[src/rtl/rv32_pkg.sv]
// +--------------------------------------------------------------------+
// | rv32_pkg: shared fetch-sequencer types and constants. Rev 1.0       |
// +--------------------------------------------------------------------+
`default_nettype none

package rv32_pkg;

  typedef enum logic [1:0] {
    FETCH    = 2'd0,
    WAIT_RSP = 2'd1,
    EXEC     = 2'd2
  } state_t;

  localparam logic [31:0] NOP_INSTR_DEF = 32'h0000_0013;
  localparam logic [31:0] RESET_VEC_DEF = 32'h0000_0000;
  localparam logic [31:0] TRAP_VEC_DEF  = 32'h0000_0100;
  localparam int          PC_STEP       = 4;

endpackage

`default_nettype wire

[src/rtl/next_pc_sel.sv]
// +--------------------------------------------------------------------+
// | next_pc_sel: next-PC mux and alignment check (combinational). 1.0   |
// +--------------------------------------------------------------------+
`default_nettype none

module next_pc_sel
  import rv32_pkg::*;
#(
  parameter int WIDTH = 32
) (
  input  logic [WIDTH-1:0] i_pc,
  input  logic [WIDTH-1:0] i_imm_ext,
  input  logic [WIDTH-1:0] i_rs1_val,
  input  logic             i_jalr,
  input  logic             i_jump,
  input  logic             i_br_taken,
  output logic [WIDTH-1:0] o_next_pc,
  output logic             o_misaligned
);

  logic [WIDTH-1:0] w_next_pc;

  always_comb begin
    w_next_pc = i_pc + WIDTH'(PC_STEP);
    if (i_jalr) begin
      w_next_pc = (i_rs1_val + i_imm_ext) & ~WIDTH'(1);
    end else if (i_jump || i_br_taken) begin
      w_next_pc = i_pc + i_imm_ext;
    end
  end

  assign o_next_pc    = w_next_pc;
  assign o_misaligned = |w_next_pc[1:0];

endmodule

`default_nettype wire

[src/rtl/pc_sequencer.sv]
// +--------------------------------------------------------------------+
// | pc_sequencer: RV32I fetch / next-PC controller with trap. Rev 1.0   |
// +--------------------------------------------------------------------+
`default_nettype none

module pc_sequencer
  import rv32_pkg::*;
#(
  parameter int               WIDTH     = 32,
  parameter logic [WIDTH-1:0] RESET_VEC = WIDTH'(RESET_VEC_DEF),
  parameter logic [WIDTH-1:0] TRAP_VEC  = WIDTH'(TRAP_VEC_DEF),
  parameter logic [WIDTH-1:0] NOP_INSTR = WIDTH'(NOP_INSTR_DEF)
) (
  input  logic             clk,
  input  logic             rst_n,
  output logic             imem_req_valid,
  input  logic             imem_req_ready,
  output logic [WIDTH-1:0] imem_addr,
  input  logic             imem_rsp_valid,
  input  logic [WIDTH-1:0] imem_rsp_data,
  output logic             instr_valid,
  output logic [WIDTH-1:0] instr,
  output logic [WIDTH-1:0] pc,
  input  logic             retire,
  input  logic             br_taken,
  input  logic             jump,
  input  logic             jalr,
  input  logic [WIDTH-1:0] imm_ext,
  input  logic [WIDTH-1:0] rs1_val,
  output logic             trap,
  output logic [WIDTH-1:0] trap_pc,
  output logic [WIDTH-1:0] instret
);

  state_t           r_state;
  logic [WIDTH-1:0] r_pc;
  logic [WIDTH-1:0] r_instr;
  logic             r_instr_valid;
  logic             r_trap;
  logic [WIDTH-1:0] r_trap_pc;
  logic [WIDTH-1:0] r_instret;
  logic [WIDTH-1:0] w_next_pc;
  logic             w_misaligned;

  next_pc_sel #(.WIDTH(WIDTH)) u_next_pc_sel (
    .i_pc        (r_pc),
    .i_imm_ext   (imm_ext),
    .i_rs1_val   (rs1_val),
    .i_jalr      (jalr),
    .i_jump      (jump),
    .i_br_taken  (br_taken),
    .o_next_pc   (w_next_pc),
    .o_misaligned(w_misaligned)
  );

  always_ff @(posedge clk or negedge rst_n) begin
    if (!rst_n) begin
      r_state       <= FETCH;
      r_pc          <= RESET_VEC;
      r_instr       <= NOP_INSTR;
      r_instr_valid <= 1'b0;
      r_trap        <= 1'b0;
      r_trap_pc     <= '0;
      r_instret     <= '0;
    end else begin
      r_trap <= 1'b0;
      case (r_state)
        FETCH: begin
          if (imem_req_ready) r_state <= WAIT_RSP;
        end
        WAIT_RSP: begin
          if (imem_rsp_valid) begin
            r_instr       <= imem_rsp_data;
            r_instr_valid <= 1'b1;
            r_state       <= EXEC;
          end
        end
        EXEC: begin
          if (retire) begin
            r_instr       <= NOP_INSTR;
            r_instr_valid <= 1'b0;
            r_state       <= FETCH;
            // A misaligned target redirects to the trap vector without retiring.
            if (w_misaligned) begin
              r_pc      <= TRAP_VEC;
              r_trap    <= 1'b1;
              r_trap_pc <= r_pc;
            end else begin
              r_pc      <= w_next_pc;
              r_instret <= r_instret + WIDTH'(1);
            end
          end
        end
        default: r_state <= FETCH;
      endcase
    end
  end

  assign imem_req_valid = (r_state == FETCH);
  assign imem_addr      = r_pc;
  assign pc             = r_pc;
  assign instr          = r_instr;
  assign instr_valid    = r_instr_valid;
  assign trap           = r_trap;
  assign trap_pc        = r_trap_pc;
  assign instret        = r_instret;

endmodule

`default_nettype wire

[config.mk]
export PLATFORM = sky130hd
export DESIGN_NAME = pc_sequencer
export DESIGN_NICKNAME = d
export VERILOG_FILES = /design/src/rtl/rv32_pkg.sv /design/src/rtl/next_pc_sel.sv /design/src/rtl/pc_sequencer.sv
export SDC_FILE = /design/constraint.sdc
export NUM_CORES = 1
export LEC_CHECK = 0
export ABC_CLOCK_PERIOD_IN_PS = 5400
export CORE_UTILIZATION = 43
export DETAILED_ROUTE_END_ITERATION = 12
export PLACE_DENSITY = 0.79
export SLEW_MARGIN = 20
export SYNTH_ARGS = -nofsm -noshare
export SYNTH_HDL_FRONTEND = slang
export SYNTH_HIERARCHICAL = 1
export SYNTH_SLANG_ARGS = --single-unit
[constraint.sdc]
create_clock -name clk -period 5.4 [get_ports clk]
set_input_delay 0.81 -clock clk [delete_from_list [all_inputs] [get_ports clk]]
set_output_delay 0.81 -clock clk [all_outputs]
set_load 0.05 [all_outputs]
-- Yosys cells after proc, flatten, opt, wreduce, memory -nomap -nowiden
Cells that the tools add are included.
- bits in read-only memories: 0
- register bits: 132
- latch bits: 0
- output and inout port bits: 163
- RAM bits: 0
- logic and storage cells: 42
- input bits: 104
- memories: 0
- mux-type cells: 16
- $add $sub $neg: 4
- equality and inequality tests: 5
- bitwise logic cells: 1
- multiply operators: 0
- order comparisons: 0
- shift-type cells: 0
- reductions and logical operators: 9
- divide/modulo/power cells: 0
- operator list (operator ; count):
    $mux W32 ; 5
    $add A32 B32 Y32 ; 2
    $pmux W32 S2 ; 1
    $add A32 B1 Y32 const B ; 1
    $add A32 B3 Y32 const B ; 1
    $reduce_and A3 Y1 ; 4
    $mux W2 ; 3
    $pmux W2 S3 ; 1
    $mux W1 ; 5
    $ne A2 B2 Y1 const B ; 2
    $eq A2 B1 Y1 const B ; 1
    $eq A2 B2 Y1 const B ; 1
    $logic_not A2 Y1 ; 1
    $ne A2 B1 Y1 const B ; 1
    $pmux W1 S2 ; 1
    $reduce_and A2 Y1 ; 1
    $reduce_bool A2 Y1 ; 1
    $reduce_or A2 Y1 ; 1
    $logic_or A1 B1 Y1 ; 1
    $not A1 Y1 ; 1

-- Logic depth before layout (Yosys ltp)
Gate-level depths: netlist (run 1).
- word-level depth: 7
- mapped depth: 12

-- Cells and area by module
Netlist (run 1), hierarchy kept.
- by module, submodules not included (module ; cells each ; area each (sq um) ; instances):
    pc_sequencer ; 389 ; 5265.0 ; 1
    next_pc_sel ; 619 ; 4219.0 ; 1

-- Worst setup path after synthesis (run 1)
No wires, ideal clock.
- path type: input to register
- from: in imm_ext[0]
- to: reg r_pc[30] (netlist: imem_addr[30])
- cell stages on the path: 12
- data arrival time: 3.402 ns
- setup slack: 1.877 ns
- data required time: 5.279 ns
- buffers on the path: 0
- path through: and2_1 -> fa_1 -> a21oi_1 -> o211ai_1 -> nor3_2 -> o41ai_1 -> or3_1 -> a221oi_2 -> o21ai_1 -> xor2_1 -> a221o_1 -> a22o_1
- RTL lines (item ; line ; text):
    start: declaration ; pc_sequencer.sv:28 ; input logic [WIDTH-1:0] imm_ext,
    $add A32 B32 Y32 ; next_pc_sel.sv:28 ; w_next_pc = i_pc + i_imm_ext;
    $mux W32 ; next_pc_sel.sv:27 ; end else if (i_jump || i_br_taken) begin
    $mux W32 (*) ; next_pc_sel.sv:25 ; if (i_jalr) begin
    net w_next_pc[30] ; pc_sequencer.sv:42 ; logic [WIDTH-1:0] w_next_pc;
    $mux W32 (*) ; pc_sequencer.sv:84 ; if (w_misaligned) begin
    end signal: assignment ; pc_sequencer.sv:89 ; r_pc <= w_next_pc;
    end: declaration ; pc_sequencer.sv:36 ; logic [WIDTH-1:0] r_pc;
Mark *: on every way through the listed nets, which the timed path passes. The rest lies on a longest branch.
A chain may end at the register's enable or synchronous reset.

-- Worst setup path in the final report (run 1)
Same ends and word-level chain as after synthesis.

==> qor.yml, run 1 <==
status: "finished clean"
r2r-end: "imem_addr[30]$_DFFE_PN0P_"
synth_seq_area_share: 0.349
ant_nets: 0
combPwrFrac: 0.561
yosysUniqueCellTypes: 75
finalHoldViolCount: 0
finalPower_mw: 7.05
r2r_start: "imem_addr[0]$_DFFE_PN0P_"
cts.sinks: 132
antenna_found_initial: 0
syn-num-nets: 1177
max-slew-margin-rel: 0.457
yosys-top-cells-area: "dfrtp_1, ha_1, xnor2_1"
async_flop_share: 1.00
synth.most_common_cell: "dfrtp_1"
skew_ns: 0.0126
dp.cells: 1486
core_sq_um: 21400
path_class: "input pin to flip-flop"
cts_resized: 0
place.gp.congestion: 0.924
grt_pass1_wl_mm: 43.5
postSynthCellCount: 1008
worst_slew_pin_slew_ns: 0.815
stdcell_count: 1518
num_rows: 53
nNetsFinal: 1399
fin_setup_tns_ns: 0
final_core_util: 0.602
max_cap_violations: 0
rsz0062_at_grt: "false"
synth_edf_count: 0
synth_warnings: 6
drive_above_1_share: 0.0829
io-pin-count: 267
synth_top_area_share: 0.340
track_usage: 0.248
synth_area_sq_um: 9480
globalRoute.totalOverflow: 0
via_count: 8820
r2r_setup_slack_ns: 1.69
root_buffer: "clkbuf_16"
portBuffers: 266
power_density_nw_per_um2: 548
synth_common_cells: "dfrtp_1, nand2_1, a21oi_1"
htree_levels: 4
n_fill_cell: 1788
synth_ff_type: "dfrtp_1"
clock_latency_ns: 0.42
grt_pass1_vias: 8283
grt_max_degree: 89
cp.required_ns: 5.71
initial_utilization: 0.444
drc_errors: 0
vdd_drop_max_mv: 0.244
slew_violations: 0
cts_hold_buf: 0
hp-class: "input pin to async pin"
setup_viol: 0
crit_path_end_kind: "flip-flop"
r2r_cells: 12
firstDrtPassIters: 6
critical_path_arrival_ns: 4.40
post_cts_buffers: 0
via_per_inst: 5.81
period_share: 0.757
clockBufferDepth: 2
fp.dieH_um: 151
numCtsBuffers: 17
routedWlPerCell_um: 18.7
p_leak_nw: 5.57
area_growth_pct: 35.6
antenna_cells: 0
start_kind: "input pin"
drtIter0Drc: 680
die_w_um: 151
power_frac_seq: 0.244
dieArea_sq_um: 22700
power.switching_mw: 3.34
clk_pin_slew_ns: 0.06
synth_seq_cells: 132
whs_ns: 0.433
synth.avg_cell_area_sq_um: 9.41
crit_start: "imm_ext[0]"
synth_top_area_cell: "dfrtp_1"
p_int_mw: 3.70
pwr-share-clk: 0.195
timing.fmax_mhz: 245
min_period_ns: 4.09
cts_tree: "yes"
hpwlAfterDp_mm: 21.3
critPathMaxFanout: 4
sw_frac_of_total: 0.474
crit_end: "imem_addr[30]$_DFFE_PN0P_"
routed_wl_mm: 28.4
[critical path: stages]
cell and delay, ns:
clkdlybuf4s50_1 0.46, and2_1 0.19, fa_1 0.41, a21oi_1 0.29, o211ai_1 0.24, nor3_2 0.28, o41ai_1 0.11, or3_1 0.41
a221oi_2 0.38, o21ai_1 0.11, xor2_1 0.16, a221o_1 0.35, a22o_1 0.19
[metal layers]
layer,track usage,wire (um),up-vias
li1,-,-,4164
met1,0.331,12200,4188
met2,0.406,13300,433
met3,0.0418,2380,35
met4,0.0778,472,0
met5,0,0,-
[stage by stage]
step           setup slack [ns]  cell area (sq um)
6_report                   1.31              12900
5_1_grt                    1.20              12900
4_1_cts                    1.34              12900
3_5_place_dp              0.906              12200
3_3_place_gp              0.998              12200
2_1_floorplan              1.88               9480
[cell usage in the layout, fill, tap and decap left out, drive strengths merged, types with 21 or more instances in the layout]
cell / n
ha: 63
mux2: 33
xnor2: 64
nand2: 81
o21ai: 44
a22o: 60
a21o: 29
nand3: 39
nor2: 54
clkdlybuf4s50: 264
inv: 21
a21oi: 75
xor2: 40
dfrtp: 129
[sequential cells by signal, indices dropped and copies added, names as in the netlist]
register and count:
r_state 2, trap 1, imem_addr 32, trap_pc 32, instr 32, instret 32, instr_valid 1
[kinds of logic (layout without fill, tap and decap cells)]
| family | after synthesis | after routing | synth area share |
|---|---|---|---|
| AO/OA/AOI/OAI | 298 | 298 | 0.224 |
| XOR/XNOR | 104 | 104 | 0.0960 |
| adder cells (fa/ha/maj) | 65 | 65 | 0.0873 |
| buffers and inverters | 90 | 325 | 0.0496 |
| flip-flops | 132 | 132 | 0.349 |
| multiplexers | 36 | 36 | 0.0423 |
| AND/OR/NAND/NOR | 283 | 283 | 0.152 |
[final cells by class]
type / count / area [sq um] / share of cell area
inverter: 20 / 75.1 / 0.00584
timing repair buffer: 273 / 2710 / 0.211
clock buffer: 20 / 457 / 0.0355
clock inverter: 12 / 249 / 0.0194
multi-input combinational: 786 / 5720 / 0.445
sequential: 132 / 3310 / 0.257
tap: 275 / 344 / 0.0268
[worst min-delay path by stage]
stage                                  startpoint                      end  slack (ns)  cells after the start
after floorplan            r_state[1]$_DFFE_PN0P_   r_state[0]$_DFFE_PN0P_        0.48                      1
after global placement    instret[31]$_DFFE_PN0P_  instret[31]$_DFFE_PN0P_        0.46                      1
after detailed placement  instret[31]$_DFFE_PN0P_  instret[31]$_DFFE_PN0P_        0.47                      1
after CTS                                   rst_n    instr[25]$_DFFE_PN0P_        0.47                      1
after global routing                        rst_n    instr[25]$_DFFE_PN0P_        0.49                      1
final                                       rst_n    instr[25]$_DFFE_PN0P_        0.43                      1
[power by group through the flow]
stage / combinational (mW) / sequential (mW) / clock (mW)
CTS: 3.94 / 1.72 / 1.39
floorplan: 1.75 / 2.68 / 0
global route: 4.17 / 1.76 / 1.44
global placement: 3.88 / 1.71 / 0
finish: 3.95 / 1.72 / 1.37
detailed placement: 3.92 / 1.73 / 0
Note: power is estimated with default switching activity, not from simulation.
==> run 2, diff against run 1 <==
--- a/config.mk
+++ b/config.mk
@@ -5,10 +5,10 @@
 export SDC_FILE = /design/constraint.sdc
 export NUM_CORES = 1
 export LEC_CHECK = 0
-export ABC_CLOCK_PERIOD_IN_PS = 5400
+export ABC_CLOCK_PERIOD_IN_PS = 3700
 export CORE_UTILIZATION = 43
 export DETAILED_ROUTE_END_ITERATION = 12
-export PLACE_DENSITY = 0.79
+export PLACE_DENSITY = 0.82
 export SLEW_MARGIN = 20
 export SYNTH_ARGS = -nofsm -noshare
 export SYNTH_HDL_FRONTEND = slang
==> constraint.sdc (replaced) <==
create_clock -name clk -period 3.7 [get_ports clk]
set_input_delay 0.555 -clock clk [delete_from_list [all_inputs] [get_ports clk]]
set_output_delay 0.555 -clock clk [all_outputs]
set_load 0.05 [all_outputs]
==> run 2 against run 1 <==
Against the previous run:
- combinational power is 56% higher
- die area unchanged
- hold slack got worse by 0.24 ns
- utilization up 1.8 points
- count of clock-buffer cells in the layout stayed put
- sequential power is 40% higher
- cell area increased by 3.0%
- power rose by 46%
- sequential share of layout area is 0.76 points lower
- register-to-register slack got worse by 1.3 ns
- via count grew 3.2%
- highest routed layer unchanged
==> qor.yml, run 2 (same netlist as run 1, synthesis figures left out) <==
dp.cells: 1549  # +4.2%
htree_levels: 4  # unchanged
status: "finished clean"
root_buffer: "clkbuf_16"
p_leak_nw: 5.84  # +4.7%
portBuffers: 266  # unchanged
nNetsFinal: 1463  # +4.6%
antenna_found_initial: 1  # +1
timing.fmax_mhz: 279
firstDrtPassIters: 5  # -1
setup_viol: 0  # unchanged
finalHoldViolCount: 0  # unchanged
area_growth_pct: 39.7
drive_above_1_share: 0.129  # +0.0457
crit_path_end_kind: "flip-flop"
clock_latency_ns: 0.42  # about the same
cts_tree: "yes"
max-slew-margin-rel: 0.411  # -0.0455
period_share: 0.968
core_sq_um: 21400  # unchanged
routed_wl_mm: 29.6  # +4.1%
via_per_inst: 5.75  # -1.1%
die_w_um: 151  # unchanged
path_class: "input pin to flip-flop"
grt_pass1_vias: 8672  # +4.7%
min_period_ns: 3.58
worst_slew_pin_slew_ns: 0.883  # +0.0683 ns
cts_hold_buf: 0  # unchanged
drc_errors: 0  # unchanged
dpl_cell_area_sq_um: 12600  # +3.9%
place.gp.congestion: 0.938  # +1.5%
ant_nets: 0  # unchanged
hp-class: "input pin to async pin"
final_cell_mix: "clkdlybuf4s50_1, dfrtp_1, nand2_1"
globalRoute.totalOverflow: 0  # unchanged
clockBufferDepth: 2  # unchanged
start_kind: "input pin"
numCtsBuffers: 17  # unchanged
drtIter0Drc: 668  # -1.8%
hpwlAfterDp_mm: 22.0  # +3.2%
track_usage: 0.261  # +0.0139
vdd_drop_max_mv: 0.339  # +39%
max_cap_violations: 0  # unchanged
power_density_nw_per_um2: 777  # +42%
grt_pass1_wl_mm: 45.7  # +5.0%
io-pin-count: 267  # unchanged
final_core_util: 0.621  # +0.0182
dieArea_sq_um: 22700  # unchanged
critPathMaxFanout: 3  # -1
stdcell_count: 1583  # +4.3%
stdcell_area_sq_um: 13300  # +3.0%
cts.sinks: 132  # unchanged
clk_pin_slew_ns: 0.06  # about the same
grt_max_degree: 110  # +24%
crit_start: "imm_ext[0]"
fp.dieH_um: 151  # unchanged
critical_path_arrival_ns: 3.89  # -0.51 ns
final_common_cell: "clkdlybuf4s50_1"
initial_utilization: 0.444  # unchanged
skew_ns: 0.00911  # -0.00345 ns
num_rows: 53  # unchanged
slew_violations: 0  # unchanged
r2r_start: "imem_addr[5]$_DFFE_PN0P_"
routedWlPerCell_um: 18.7  # -0.15%
via_count: 9098  # +3.2%
cp.required_ns: 4.01  # -1.70 ns
rsz0062_at_grt: "false"
==> run 2: per-stage QoR <==
stage          hold WS (ns)  total power [mW]  TNS, ns  setup WS, ns
2_1_floorplan         0.259              6.46        0         0.310
3_3_place_gp          0.458              8.40   -0.980        -0.303
3_5_place_dp          0.465              8.51    -1.84        -0.353
4_1_cts               0.325              10.3        0        0.0865
5_1_grt               0.288              10.8        0       0.00476
6_report              0.198              10.3        0         0.120
==> run 2: per-layer routing <==
layer  routed length [um]  track usage
met1                13000        0.349
met2                13500        0.412
met3                 2390       0.0567
met4                  744       0.0990
met5                    0            0
==> run 2: final cells by class <==
| class | instances | area, sq um |
|---|---|---|
| Fill cell | 1736 | 8100 |
| Sequential cell | 132 | 3310 |
| Multi-Input combinational cell | 786 | 5720 |
| Clock buffer | 20 | 457 |
| Tap cell | 275 | 344 |
| Antenna cell | 1 | 2.50 |
| Timing Repair Buffer | 337 | 3190 |
| Clock inverter | 12 | 154 |
| Inverter | 20 | 75.1 |
==> run 2: what timing repair did <==
item / 4_1_cts / 5_1_grt
endpoints found under the setup margin: 0 / 2
buffers inserted: 0 / 1
resized for setup: 0 / 1
==> run 2: final timing paths <==
check	end	slack [ns]	cells after the start
worst min register to register	instret[31]$_DFFE_PN0P_	0.47	1
worst max-delay path	imem_addr[30]$_DFFE_PN0P_	0.12	14
worst max register to register	imem_addr[31]$_DFFE_PN0P_	0.41	12
min in group clk	instret[31]$_DFFE_PN0P_	0.47	1
max in group asynchronous	instr[20]$_DFFE_PN0P_	2.56	2
worst min-delay path	trap_pc[3]$_DFFE_PN0P_	0.20	1
==> run 2: power breakdown <==
group | switching [mW] | internal (mW) | leakage [nW]
Clock | 0.647 | 1.10 | 0.293
Combinational | 3.82 | 2.33 | 3.81
Sequential | 0.494 | 1.91 | 1.74
Total | 4.96 | 5.33 | 5.84
==> run 2: critical path, cell delays in order <==
cell	delay (ns)
clkdlybuf4s50_1	0.43
and2_1	0.18
fa_1	0.42
a21oi_2	0.23
o211ai_1	0.19
nor3_2	0.20
buf_4	0.15
o41ai_1	0.07
or3_1	0.37
a221oi_2	0.30
o21ai_1	0.10
xor2_1	0.15
a221o_1	0.35
a22o_1	0.19
